## src/rtl/reagent_dose_sequencer.sv

```systemverilog
// Dose / incubate / flush sequencer for an N-inlet mixing chip with per-channel lengths and abort.
// Optional macro SEQ_PAUSE_EN adds a pause input that freezes the sequence with all drives low.
module reagent_dose_sequencer #(
  parameter int NUM_CH = 3,
  parameter int CNT_W  = 16,
  localparam int CC_W  = (NUM_CH > 1) ? $clog2(NUM_CH) : 1
) (
  input  logic                    clk,
  input  logic                    rst_n,
`ifdef SEQ_PAUSE_EN
  input  logic                    pause,
`endif
  input  logic                    start,
  input  logic                    abort,
  input  logic [NUM_CH-1:0]       ch_enable,
  input  logic [NUM_CH*CNT_W-1:0] dose_len,
  input  logic [CNT_W-1:0]        incubate_len,
  input  logic [CNT_W-1:0]        flush_len,
  output logic [NUM_CH-1:0]       valve_open,
  output logic                    mix_pump,
  output logic                    out_valve,
  output logic                    busy,
  output logic                    done,
  output logic                    aborted,
  output logic [CC_W-1:0]         cur_ch
);

  // Phases 0..NUM_CH-1 are dose channels, NUM_CH is incubate, NUM_CH+1 is flush.
  localparam int NUM_PH = NUM_CH + 2;
  localparam int PH_W   = $clog2(NUM_PH + 1);

  typedef enum logic [2:0] {S_IDLE, S_DOSE, S_INCUBATE, S_FLUSH, S_DONE} state_t;

  state_t                  state_q, state_d;
  logic [PH_W-1:0]         ph_q, ph_d;
  logic [CNT_W-1:0]        cnt_q, cnt_d;
  logic [NUM_CH-1:0]       sh_en;
  logic [NUM_CH*CNT_W-1:0] sh_dose;
  logic [CNT_W-1:0]        sh_inc, sh_fl;

  logic [NUM_CH-1:0]       en_src;
  logic [NUM_CH*CNT_W-1:0] dose_src;
  logic [CNT_W-1:0]        inc_src, fl_src;

  logic                    shadow_load, load, consume, hold_d;
  int                      from_ph, nxt_ph;
  logic [NUM_CH-1:0]       valve_d;
  logic                    mix_d, out_d, busy_d, done_d, aborted_d;
  logic [CC_W-1:0]         cur_ch_d;

  function automatic logic [CNT_W-1:0] phase_len(
    input int                      p,
    input logic [NUM_CH-1:0]       en,
    input logic [NUM_CH*CNT_W-1:0] dose,
    input logic [CNT_W-1:0]        inc,
    input logic [CNT_W-1:0]        fl
  );
    logic [CNT_W-1:0] len;
    len = '0;
    if (p < NUM_CH) begin
      if (en[p]) len = dose[p*CNT_W +: CNT_W];
    end else if (p == NUM_CH) begin
      len = inc;
    end else if (p == NUM_CH + 1) begin
      len = fl;
    end
    return len;
  endfunction

  // Lowest active phase at or above 'from'; NUM_PH means nothing is left to run.
  function automatic int first_active(
    input int                      from,
    input logic [NUM_CH-1:0]       en,
    input logic [NUM_CH*CNT_W-1:0] dose,
    input logic [CNT_W-1:0]        inc,
    input logic [CNT_W-1:0]        fl
  );
    int res;
    res = NUM_PH;
    for (int p = NUM_PH - 1; p >= 0; p--) begin
      if (p >= from && phase_len(p, en, dose, inc, fl) != '0) res = p;
    end
    return res;
  endfunction

  // On the accepting edge the shadows are not yet loaded, so look ahead on the live inputs.
  always_comb begin
    if (state_q == S_IDLE) begin
      en_src   = ch_enable;
      dose_src = dose_len;
      inc_src  = incubate_len;
      fl_src   = flush_len;
    end else begin
      en_src   = sh_en;
      dose_src = sh_dose;
      inc_src  = sh_inc;
      fl_src   = sh_fl;
    end
  end

`ifdef SEQ_PAUSE_EN
  logic paused_q;
  // A cycle shown with drives forced low does not consume length.
  assign consume = !paused_q;
`else
  assign consume = 1'b1;
`endif

  // NOTE: every signal gets a default before the case so no path can infer a latch.
  always_comb begin
    state_d     = state_q;
    ph_d        = ph_q;
    cnt_d       = cnt_q;
    done_d      = 1'b0;
    aborted_d   = 1'b0;
    shadow_load = 1'b0;
    load        = 1'b0;
    from_ph     = 0;
    nxt_ph      = NUM_PH;

    case (state_q)
      S_IDLE: begin
        if (start && !abort) begin
          shadow_load = 1'b1;
          load        = 1'b1;
        end
      end
      S_DOSE, S_INCUBATE, S_FLUSH, S_DONE: begin
        if (abort) begin
          state_d   = S_IDLE;
          ph_d      = '0;
          cnt_d     = '0;
          aborted_d = 1'b1;
        end else if (state_q == S_DONE) begin
          state_d = S_IDLE;
        end else if (consume) begin
          if (cnt_q == '0) begin
            load    = 1'b1;
            from_ph = int'(ph_q) + 1;
          end else begin
            cnt_d = cnt_q - CNT_W'(1);
          end
        end
      end
      default: state_d = S_IDLE;
    endcase

    if (load) begin
      nxt_ph = first_active(from_ph, en_src, dose_src, inc_src, fl_src);
      if (nxt_ph >= NUM_PH) begin
        state_d = S_DONE;
        ph_d    = '0;
        cnt_d   = '0;
        done_d  = 1'b1;
      end else begin
        ph_d    = PH_W'(nxt_ph);
        cnt_d   = phase_len(nxt_ph, en_src, dose_src, inc_src, fl_src) - CNT_W'(1);
        if (nxt_ph < NUM_CH)       state_d = S_DOSE;
        else if (nxt_ph == NUM_CH) state_d = S_INCUBATE;
        else                       state_d = S_FLUSH;
      end
    end
  end

  assign busy_d = (state_d == S_DOSE) || (state_d == S_INCUBATE) || (state_d == S_FLUSH);
`ifdef SEQ_PAUSE_EN
  assign hold_d = pause && busy_d;
`else
  assign hold_d = 1'b0;
`endif

  // Registered outputs are decoded from the next state so they line up with it.
  always_comb begin
    valve_d = '0;
    for (int i = 0; i < NUM_CH; i++) begin
      valve_d[i] = (state_d == S_DOSE) && !hold_d && (ph_d == PH_W'(i));
    end
    mix_d    = (state_d == S_INCUBATE) && !hold_d;
    out_d    = (state_d == S_FLUSH) && !hold_d;
    cur_ch_d = (state_d == S_DOSE) ? ph_d[CC_W-1:0] : '0;
  end

  // NOTE: shadow registers are plain flops, not a memory, so they take the reset too.
  always_ff @(posedge clk or negedge rst_n) begin
    if (!rst_n) begin
      state_q    <= S_IDLE;
      ph_q       <= '0;
      cnt_q      <= '0;
      sh_en      <= '0;
      sh_dose    <= '0;
      sh_inc     <= '0;
      sh_fl      <= '0;
      valve_open <= '0;
      mix_pump   <= 1'b0;
      out_valve  <= 1'b0;
      busy       <= 1'b0;
      done       <= 1'b0;
      aborted    <= 1'b0;
      cur_ch     <= '0;
    end else begin
      // NOTE: non-blocking assignments so every flop samples pre-edge values.
      state_q    <= state_d;
      ph_q       <= ph_d;
      cnt_q      <= cnt_d;
      valve_open <= valve_d;
      mix_pump   <= mix_d;
      out_valve  <= out_d;
      busy       <= busy_d;
      done       <= done_d;
      aborted    <= aborted_d;
      cur_ch     <= cur_ch_d;
      if (shadow_load) begin
        sh_en   <= ch_enable;
        sh_dose <= dose_len;
        sh_inc  <= incubate_len;
        sh_fl   <= flush_len;
      end
    end
  end

`ifdef SEQ_PAUSE_EN
  always_ff @(posedge clk or negedge rst_n) begin
    if (!rst_n) paused_q <= 1'b0;
    else        paused_q <= hold_d;
  end
`endif

endmodule
```

## config.mk

```make
export PLATFORM = sky130hd
export DESIGN_NAME = reagent_dose_sequencer
export DESIGN_NICKNAME = d
export VERILOG_FILES = /design/src/rtl/reagent_dose_sequencer.sv
export SDC_FILE = /design/constraint.sdc
export NUM_CORES = 1
export LEC_CHECK = 0
export CAP_MARGIN = 10
export CORE_AREA = 10 10 131 133
export CTS_CLUSTER_SIZE = 25
export DETAILED_ROUTE_END_ITERATION = 10
export DIE_AREA = 0 0 141 143
export PLACE_DENSITY = 0.8
export SETUP_SLACK_MARGIN = 0.02
export SYNTH_ARGS = -nofsm -noshare
export SYNTH_HDL_FRONTEND = slang
export SYNTH_SLANG_ARGS = --single-unit
```

## constraint.sdc

```tcl
create_clock -name clk -period 3.37 [get_ports clk]
set_input_delay 1.011 -clock clk [delete_from_list [all_inputs] [get_ports clk]]
set_output_delay 1.011 -clock clk [all_outputs]
set_load 0.01 [all_outputs]
```

Yosys cells after proc, flatten, opt, wreduce, memory -nomap -nowiden
Cells that the tools add are included.
- register bits: 115
- reduce and logical (&&, ||, !) cells: 23
- multiplexer cells: 59
- shift-type cells: 1
- order comparisons: 8
- $add $sub $neg: 3
- eq/ne operators: 13
- operators by type and width (cell ; count):
    16-bit 2-to-1 mux ; 22
    32-bit 2-to-1 mux ; 5
    16-bit nonzero test ; 5
    3-bit by 32-bit greater-or-equal comparator with 1-bit output (first input constant) ; 2
    48-bit 2-to-1 mux ; 1
    48-bit by 32-bit variable part select with 16-bit output ; 1
    32-bit by 3-bit equality test with 1-bit output (second input constant) ; 1
    32-bit by 4-bit equality test with 1-bit output (second input constant) ; 1
    1-bit by 32-bit greater-or-equal comparator with 1-bit output (first input constant) ; 1
    2-bit by 32-bit greater-or-equal comparator with 1-bit output (first input constant) ; 1
    32-bit by 4-bit greater-or-equal comparator with 1-bit output (second input constant) ; 1
    4-bit by 32-bit greater-or-equal comparator with 1-bit output (first input constant) ; 1
    32-bit by 3-bit < comparator with 1-bit output (second input constant) ; 1
    32-bit by 4-bit < comparator with 1-bit output (second input constant) ; 1
    16-bit by 1-bit subtractor with 16-bit output (second input constant) ; 2
    3-bit 2-to-1 mux ; 9
    16-bit zero test ; 1
    4-bit 2-to-1 mux ; 4
    3-bit by 2-bit equality test with 1-bit output (second input constant) ; 5
    1-bit 2-to-1 mux ; 13
    3-bit by 1-bit equality test with 1-bit output (second input constant) ; 3
    1-bit logical AND ; 9
    3-bit zero test ; 2
    3-bit inequality test (second input constant) ; 2
    11 further kinds ; 13

Logic depth before layout (Yosys ltp)
Gate-level depths: netlist of run 1.
- depth in word-level cells: 24
- gate-level depth with buffers: 17

Worst setup path after synthesis of run 1
Ideal clock, no wire load.
- kind: input-to-reg
- start point: input port abort
- end point: register cnt_q[13]
- cell stages on the path: 11
- arrival time: 3.576 ns
- library setup time: 0.126 ns
- setup slack: -0.332 ns
- data required time: 3.244 ns
- path buffers: 1
- cell sequence: nor4b_1 > and4_1 > buf_6 > o211a_1 > nor2_2 > a221o_1 > a221o_1 > nor4b_4 > nand4_1 > xnor2_1 > a221o_1
- word-level cells in the longest chain between the ends: 20
- RTL lines (what ; line ; RTL):
    from (decl) ; 14 ; input logic abort,
    parallel branches: the longest is 20 deep, another holds 4-bit by 32-bit greater-or-equal comparator with 1-bit output ; -- ;
    to (signal assigned) ; 204 ; cnt_q <= cnt_d;
    to (decl) ; 36 ; logic [CNT_W-1:0] cnt_q, cnt_d;
Several ways; the timed one is not identified. The select of a mux whose other input is x is not followed.
A chain may end at the register's enable or synchronous reset.

Worst setup path in the final report of run 1
- start point: input port dose_len[12]
- end point: register cnt_q[8]
- word-level cells in the longest chain between the ends: 17
- RTL lines (what ; line ; RTL):
    from (decl) ; 16 ; input logic [NUM_CH*CNT_W-1:0] dose_len,
    48-bit 2-to-1 mux (*) ; 88 ; if (state_q == S_IDLE) begin
    16-bit 2-to-1 mux (*) ; 61 ; if (en[p]) len = dose[p*CNT_W +: CNT_W];
    16-bit 2-to-1 mux (*) ; 148 ; if (load) begin
    16-bit nonzero test (*) ; 81 ; if (p >= from && phase_len(p, en, dose, inc, fl) != '0) res = p;
    1-bit logical AND (*) ; 81 ;
    32-bit 2-to-1 mux (*) ; 81 ;
    32-bit 2-to-1 mux (*) ; 148 ;
    parallel branches: the longest is 8 deep, another holds 32-bit by 3-bit < comparator with 1-bit output ; -- ;
    16-bit 2-to-1 mux (*) ; 150 ; if (nxt_ph >= NUM_PH) begin
    16-bit 2-to-1 mux (*) ; 148 ;
Every way passes the cells marked *. The select of a mux whose other input is x is not followed.

==> results of run 1 <==
==> final cells by class <==
cell class | instances | area [sq um]
clock buffers | 26 | 479
clock inverters | 5 | 100
fillers | 902 | 3080
inverters | 10 | 37.5
multi-input cells | 566 | 4800
flip-flops and latches | 115 | 2880
well taps | 184 | 230
repair buffers | 346 | 2820
==> flip-flops by register name (all words and copies together) (netlist names) <==
name	flops
aborted	1
busy	1
cnt_q	16
cur_ch	2
done	1
mix_pump	1
out_valve	1
ph_q	3
sh_dose	48
sh_en	3
sh_fl	16
sh_inc	16
state_q	3
valve_open	3
==> worst max-delay path by stage <==
| stage | end | slack (ns) | cells past startpoint | start |
|---|---|---|---|---|
| floorplan | cnt_q[13]$_DFFE_PN0P_ | -0.24 | 11 | abort |
| CTS | cnt_q[15]$_DFFE_PN0P_ | -0.13 | 12 | dose_len[47] |
| global placement | cnt_q[13]$_DFFE_PN0P_ | -1.19 | 13 | abort |
| detailed placement | cnt_q[13]$_DFFE_PN0P_ | -1.23 | 14 | dose_len[5] |
| global route | cnt_q[6]$_DFFE_PN0P_ | -0.41 | 15 | dose_len[41] |
| finish | cnt_q[8]$_DFFE_PN0P_ | -0.35 | 15 | dose_len[12] |
==> logic make-up (layout without fill, tap and decap cells) <==
family,after synthesis,in the layout,share of synthesized area
fa+ha+maj,4,4,0.00705
simple gates,295,295,0.213
compound gates,140,141,0.149
xor+xnor,11,11,0.0136
buf+inv,51,387,0.0316
flops,115,115,0.405
mux,115,115,0.180
==> layer usage <==
| layer | routed length [microns] | track usage |
|---|---|---|
| met1 | 10500 | 0.312 |
| met2 | 14500 | 0.485 |
| met3 | 2710 | 0.0700 |
| met4 | 2100 | 0.173 |
| met5 | 0 | 0 |
==> cell usage after synthesis, types with 6 or more instances <==
cell type and count:
inv_1 10, nor3_1 10, a21oi_1 23, o221ai_1 8, dfrtp_1 115, a22oi_1 7
nand3_1 21, a221oi_1 6, and3_1 8, o22ai_1 9, buf_2 14, nand4_1 15
xnor2_1 7, o31ai_1 6, o21ai_0 22, nand2_1 122, a32oi_1 6, nor4_1 47
clkbuf_1 22, mux2i_1 25, nor2_1 29, mux2_2 89, a221o_1 7
==> worst max-delay path, cell delays in order <==
cell,delay [ns]
clkdlybuf4s15_1,0.22
nor4_4,0.32
nand4_1,0.20
a32oi_2,0.33
nor2_4,0.08
buf_4,0.15
buf_4,0.15
a211oi_1,0.30
o22ai_1,0.23
a2111oi_4,0.25
buf_4,0.20
buf_6,0.11
nand3_2,0.07
xor2_1,0.14
o221ai_1,0.27
==> power breakdown <==
part           leakage, nW  internal (mW)  switching, mW
Combinational         3.37           2.35           2.49
Sequential            1.39           1.88          0.413
Clock                0.282           1.19          0.637
==> repair_timing <==
| item | in CTS | in global routing |
|---|---|---|
| pin swaps | 71 | 39 |
| gates cloned | 1 | 0 |
| setup endpoints to repair | 27 | 25 |
| buffers inserted | 30 | 8 |
| gates resized for setup | 285 | 67 |
==> metrics, run 1 <==
Post-Syn Area per Cell=9.71 sq um; Post-Layout Cell Count=1,252; R2R setup slack=-0.27 ns; max cap viols=0; layout cells sized above 1=0.484; first-pass GRT wire length=44,900 microns; outcome=finished with violations; DIE WIDTH=141 microns; number of port buffers=96; fin nets=1,147; Initial DRT Pass Iterations=8; post-synth cell types=72; Diodes inserted=0; Tmin final=3.72 ns; depth of the most critical reg-to-reg path=15; Max FO, Critical Path=6; gr ovfl total=0; Rows=44; overall power=8.97 mW; Sum Neg Setup Slack=-2.87 ns; Worst EP arrival=4.03 ns; CTS tree=built; Peak VDD IR=0.398 mV; maximum clock insertion buffer count=2; top cells by area, synth=dfrtp_1, mux2_2, nand2_1; Least-Margin Pin Slew=0.869 ns; Synth area leader=dfrtp_1; Sink Count=115; total CTS buffers=17; Max-Slew Margin vs Limit=0.418; EDFF count, synth=0; type of origin of the critical path=primary input; Final Cycle Share=1.10; vias in the first global route=8,182; Highest Clock Rate=269 MHz; I/O pins=97; worst setup path class=primary input to register; Iter 0 DRT Violations=1,039; antenna-violating nets left=0; later-pin clock latency in the skew report=0.43 ns; routability cong.=1.04; CTS Hold Bufs=0; unrepaired setup endpoints after global routing=true; cell count after synthesis=731; Pwr Density=790 nW/um^2; Top FF cell, synth=dfrtp_1; most frequent cells in the layout=buf_4, nand2_1, dfrtp_1; failing checks=negative setup slack; clock skew=0.0130 ns; post-DR vias/cell=6.39; wire per inst=23.8 microns; setup violation total in the final timing report=13; antenna violations before repair=0; required time worst endpoint=3.69 ns; Final Slew Violations=0; CP Capture Type=register; dpl ws=-1.23 ns; min-delay worst type=primary input to async pin; Leakage=5.05 nW; Total Wirelength=29,900 microns; Worst-path clk slew=0.06 ns; post-route design area=11,300 sq um; Initial Util=0.492; Net Count, Synth=822; Die H=143 microns; dpl cells=1,186; Hold Slack=0.517 ns; synthesis warning total=0; via count=7,995; final hold violations=0; # DRC=0; final worst setup slack=-0.346 ns; Seq cells post-synth=115; Root Buffer=clkbuf_16; Mapped Area=7100 sq um; most common cell after layout, fill and taps aside=buf_4; DP Wirelength=20,600 microns; Core ar.=14,400 sq um; Syn-to-layout area delta=59.8%; end of the worst register-to-register path=cnt_q[6]$_DFFE_PN0P_; Synth async-reset ratio=1.00; largest net degree at the start of global routing=50; Layout Utilization=0.787; worst r2r src=state_q[0]$_DFF_PN0_; dpl cell area=9920 sq um; Seq/Total Area, Yosys=0.405; DIE AREA=20,200 sq um; GRT Total Usage=0.283; H-tree lvl count=4; Yosys top cell area share=0.405
(Power assumes the default switching activity.)
==> run 2: changes to the inputs <==
- MAX_ROUTING_LAYER: default -> met4
==> metrics, run 2 (synthesis results as in run 1) <==
CTS tree=built; post-DR vias/cell=6.29 (-1.6%); Worst-path clk slew=0.05 ns (about the same); Least-Margin Pin Slew=0.737 ns (-0.132 ns); Hold Slack=0.506 ns (-0.0110 ns); Final Slew Violations=0 (unchanged); most common cell after layout, fill and taps aside=buf_4; Highest Clock Rate=265 MHz (-1.4%); type of origin of the critical path=primary input; Total Wirelength=28,900 microns (-3.1%); Syn-to-layout area delta=59.7% (about the same); outcome=finished with violations; gr ovfl total=0 (unchanged); depth of the most critical reg-to-reg path=12 (-3); GRT Total Usage=0.285 (+0.00133); DP Wirelength=21,000 microns (+1.9%); final worst setup slack=-0.398 ns (-0.0521 ns); number of port buffers=96 (unchanged); largest net degree at the start of global routing=84 (+68%); first-pass GRT wire length=44,100 microns (-1.7%); Die H=143 microns (unchanged); min-delay worst type=primary input to async pin; Root Buffer=clkbuf_16; setup violation total in the final timing report=13 (unchanged); antenna violations before repair=1 (+1); failing checks=negative setup slack; Peak VDD IR=0.430 mV (+8.0%); Leakage=5.09 nW (+0.76%); Pwr Density=776 nW/um^2 (-1.9%); met1 WL=10,700 microns (+2.2%); final hold violations=0 (unchanged); routability cong.=1.05 (+1.4%); Worst EP arrival=4.07 ns (+0.04 ns); Initial DRT Pass Iterations=6 (-2); max cap viols=0 (unchanged); via count=7,951 (-0.55%); clock skew=0.00812 ns (-0.00484 ns); wire per inst=22.9 microns (-4.1%); Sink Count=115 (unchanged); later-pin clock latency in the skew report=0.43 ns (about the same); register with the most flip-flops=sh_dose; vias in the first global route=8,023 (-1.9%); Max FO, Critical Path=7 (+1); layout cells sized above 1=0.476 (-0.00816); DIE WIDTH=141 microns (unchanged); Core ar.=14,400 sq um (unchanged); unrepaired setup endpoints after global routing=true; I/O pins=97 (unchanged); most frequent cells in the layout=buf_4, nand2_1, dfrtp_1; Final Cycle Share=1.12 (+0.0155); overall power=8.79 mW (-2.0%); # DRC=0 (unchanged); dpl cells=1,191 (+0.42%); Tmin final=3.77 ns (+0.0521 ns); Post-Layout Cell Count=1,265 (+1.0%); worst setup path class=primary input to register; H-tree lvl count=4 (unchanged); total CTS buffers=17 (unchanged); WL met2=14,700 microns (+0.84%); CP Capture Type=register; Max-Slew Margin vs Limit=0.506 (+0.0885); FILL cells=930 (+3.1%); Initial Util=0.492 (unchanged); DIE AREA=20,200 sq um (unchanged); Iter 0 DRT Violations=954 (-8.2%); antenna-violating nets left=0 (unchanged); maximum clock insertion buffer count=2 (unchanged); required time worst endpoint=3.67 ns (-0.02 ns); max reg flops=48 (unchanged); met3 WL post-DR=2070 microns (-24%); top routing layer in use=met4; Rows=44 (unchanged); fin nets=1,158 (+0.96%)
## run 2: critical path, cell delays in order
cell,delay [ns]
buf_8,0.10
nor4_4,0.28
buf_4,0.15
nand4_1,0.17
a32oi_2,0.36
nor2_2,0.09
buf_6,0.14
a221o_1,0.26
a221o_1,0.37
nor4b_4,0.34
nand4_1,0.22
xnor2_1,0.21
a221o_1,0.36
## run 2: path summary, 6_finish.rpt
kind / start / end / slack [ns]
min in group clk: sh_en[0]$_DFFE_PN0P_ / sh_en[0]$_DFFE_PN0P_ / 0.51
hold reg to reg: sh_en[0]$_DFFE_PN0P_ / sh_en[0]$_DFFE_PN0P_ / 0.51
setup / recovery: dose_len[6] / cnt_q[13]$_DFFE_PN0P_ / -0.40
hold / removal: rst_n / ph_q[1]$_DFF_PN0_ / 0.51
max in group asynchronous: rst_n / sh_inc[14]$_DFFE_PN0P_ / 2.16
setup reg to reg: state_q[0]$_DFF_PN0_ / cnt_q[13]$_DFFE_PN0P_ / -0.34
## run 2: routing by layer
metal	GRT usage	vias up
met5	-	-
met4	0.132	0
met3	0.0498	124
met2	0.485	488
met1	0.321	3880
li1	-	3459
## run 2: layout make-up
type / count / area (sq um) / area share
multi-input combinational: 566 / 4670 / 0.412
timing repair buffer: 357 / 2940 / 0.260
sequential: 115 / 2880 / 0.254
clock buffer: 22 / 464 / 0.0410
tap: 184 / 230 / 0.0203
clock inverter: 10 / 108 / 0.00949
inverter: 10 / 37.5 / 0.00331
antenna: 1 / 2.50 / 0.000221
## run 2: stage by stage
stage	setup TNS (ns)	setup slack [ns]	utilization	instance area (sq um)
after global routing	-4.98	-0.519	0.786	11300
final	-2.94	-0.398	0.786	11300
after floorplan	-0.873	-0.241	-	7220
after detailed placement	-28.98	-1.50	0.688	9920
after CTS	-1.66	-0.263	0.768	11100
after global placement	-29.89	-1.52	0.688	9920
## run 2: timing repair
action / CTS / global route
pin swaps: 79 / 37
buffers inserted: 29 / 15
resized for setup: 232 / 43
gates cloned: 1 / 0
endpoints found under the setup margin: 27 / 24
hold buffers: 0 / 0
## run 2: power breakdown
group	total (mW)	leakage [nW]	internal, mW	switching (mW)
registers	2.30	1.39	1.88	0.426
logic	4.71	3.42	2.34	2.37
clock network	1.77	0.276	1.12	0.654
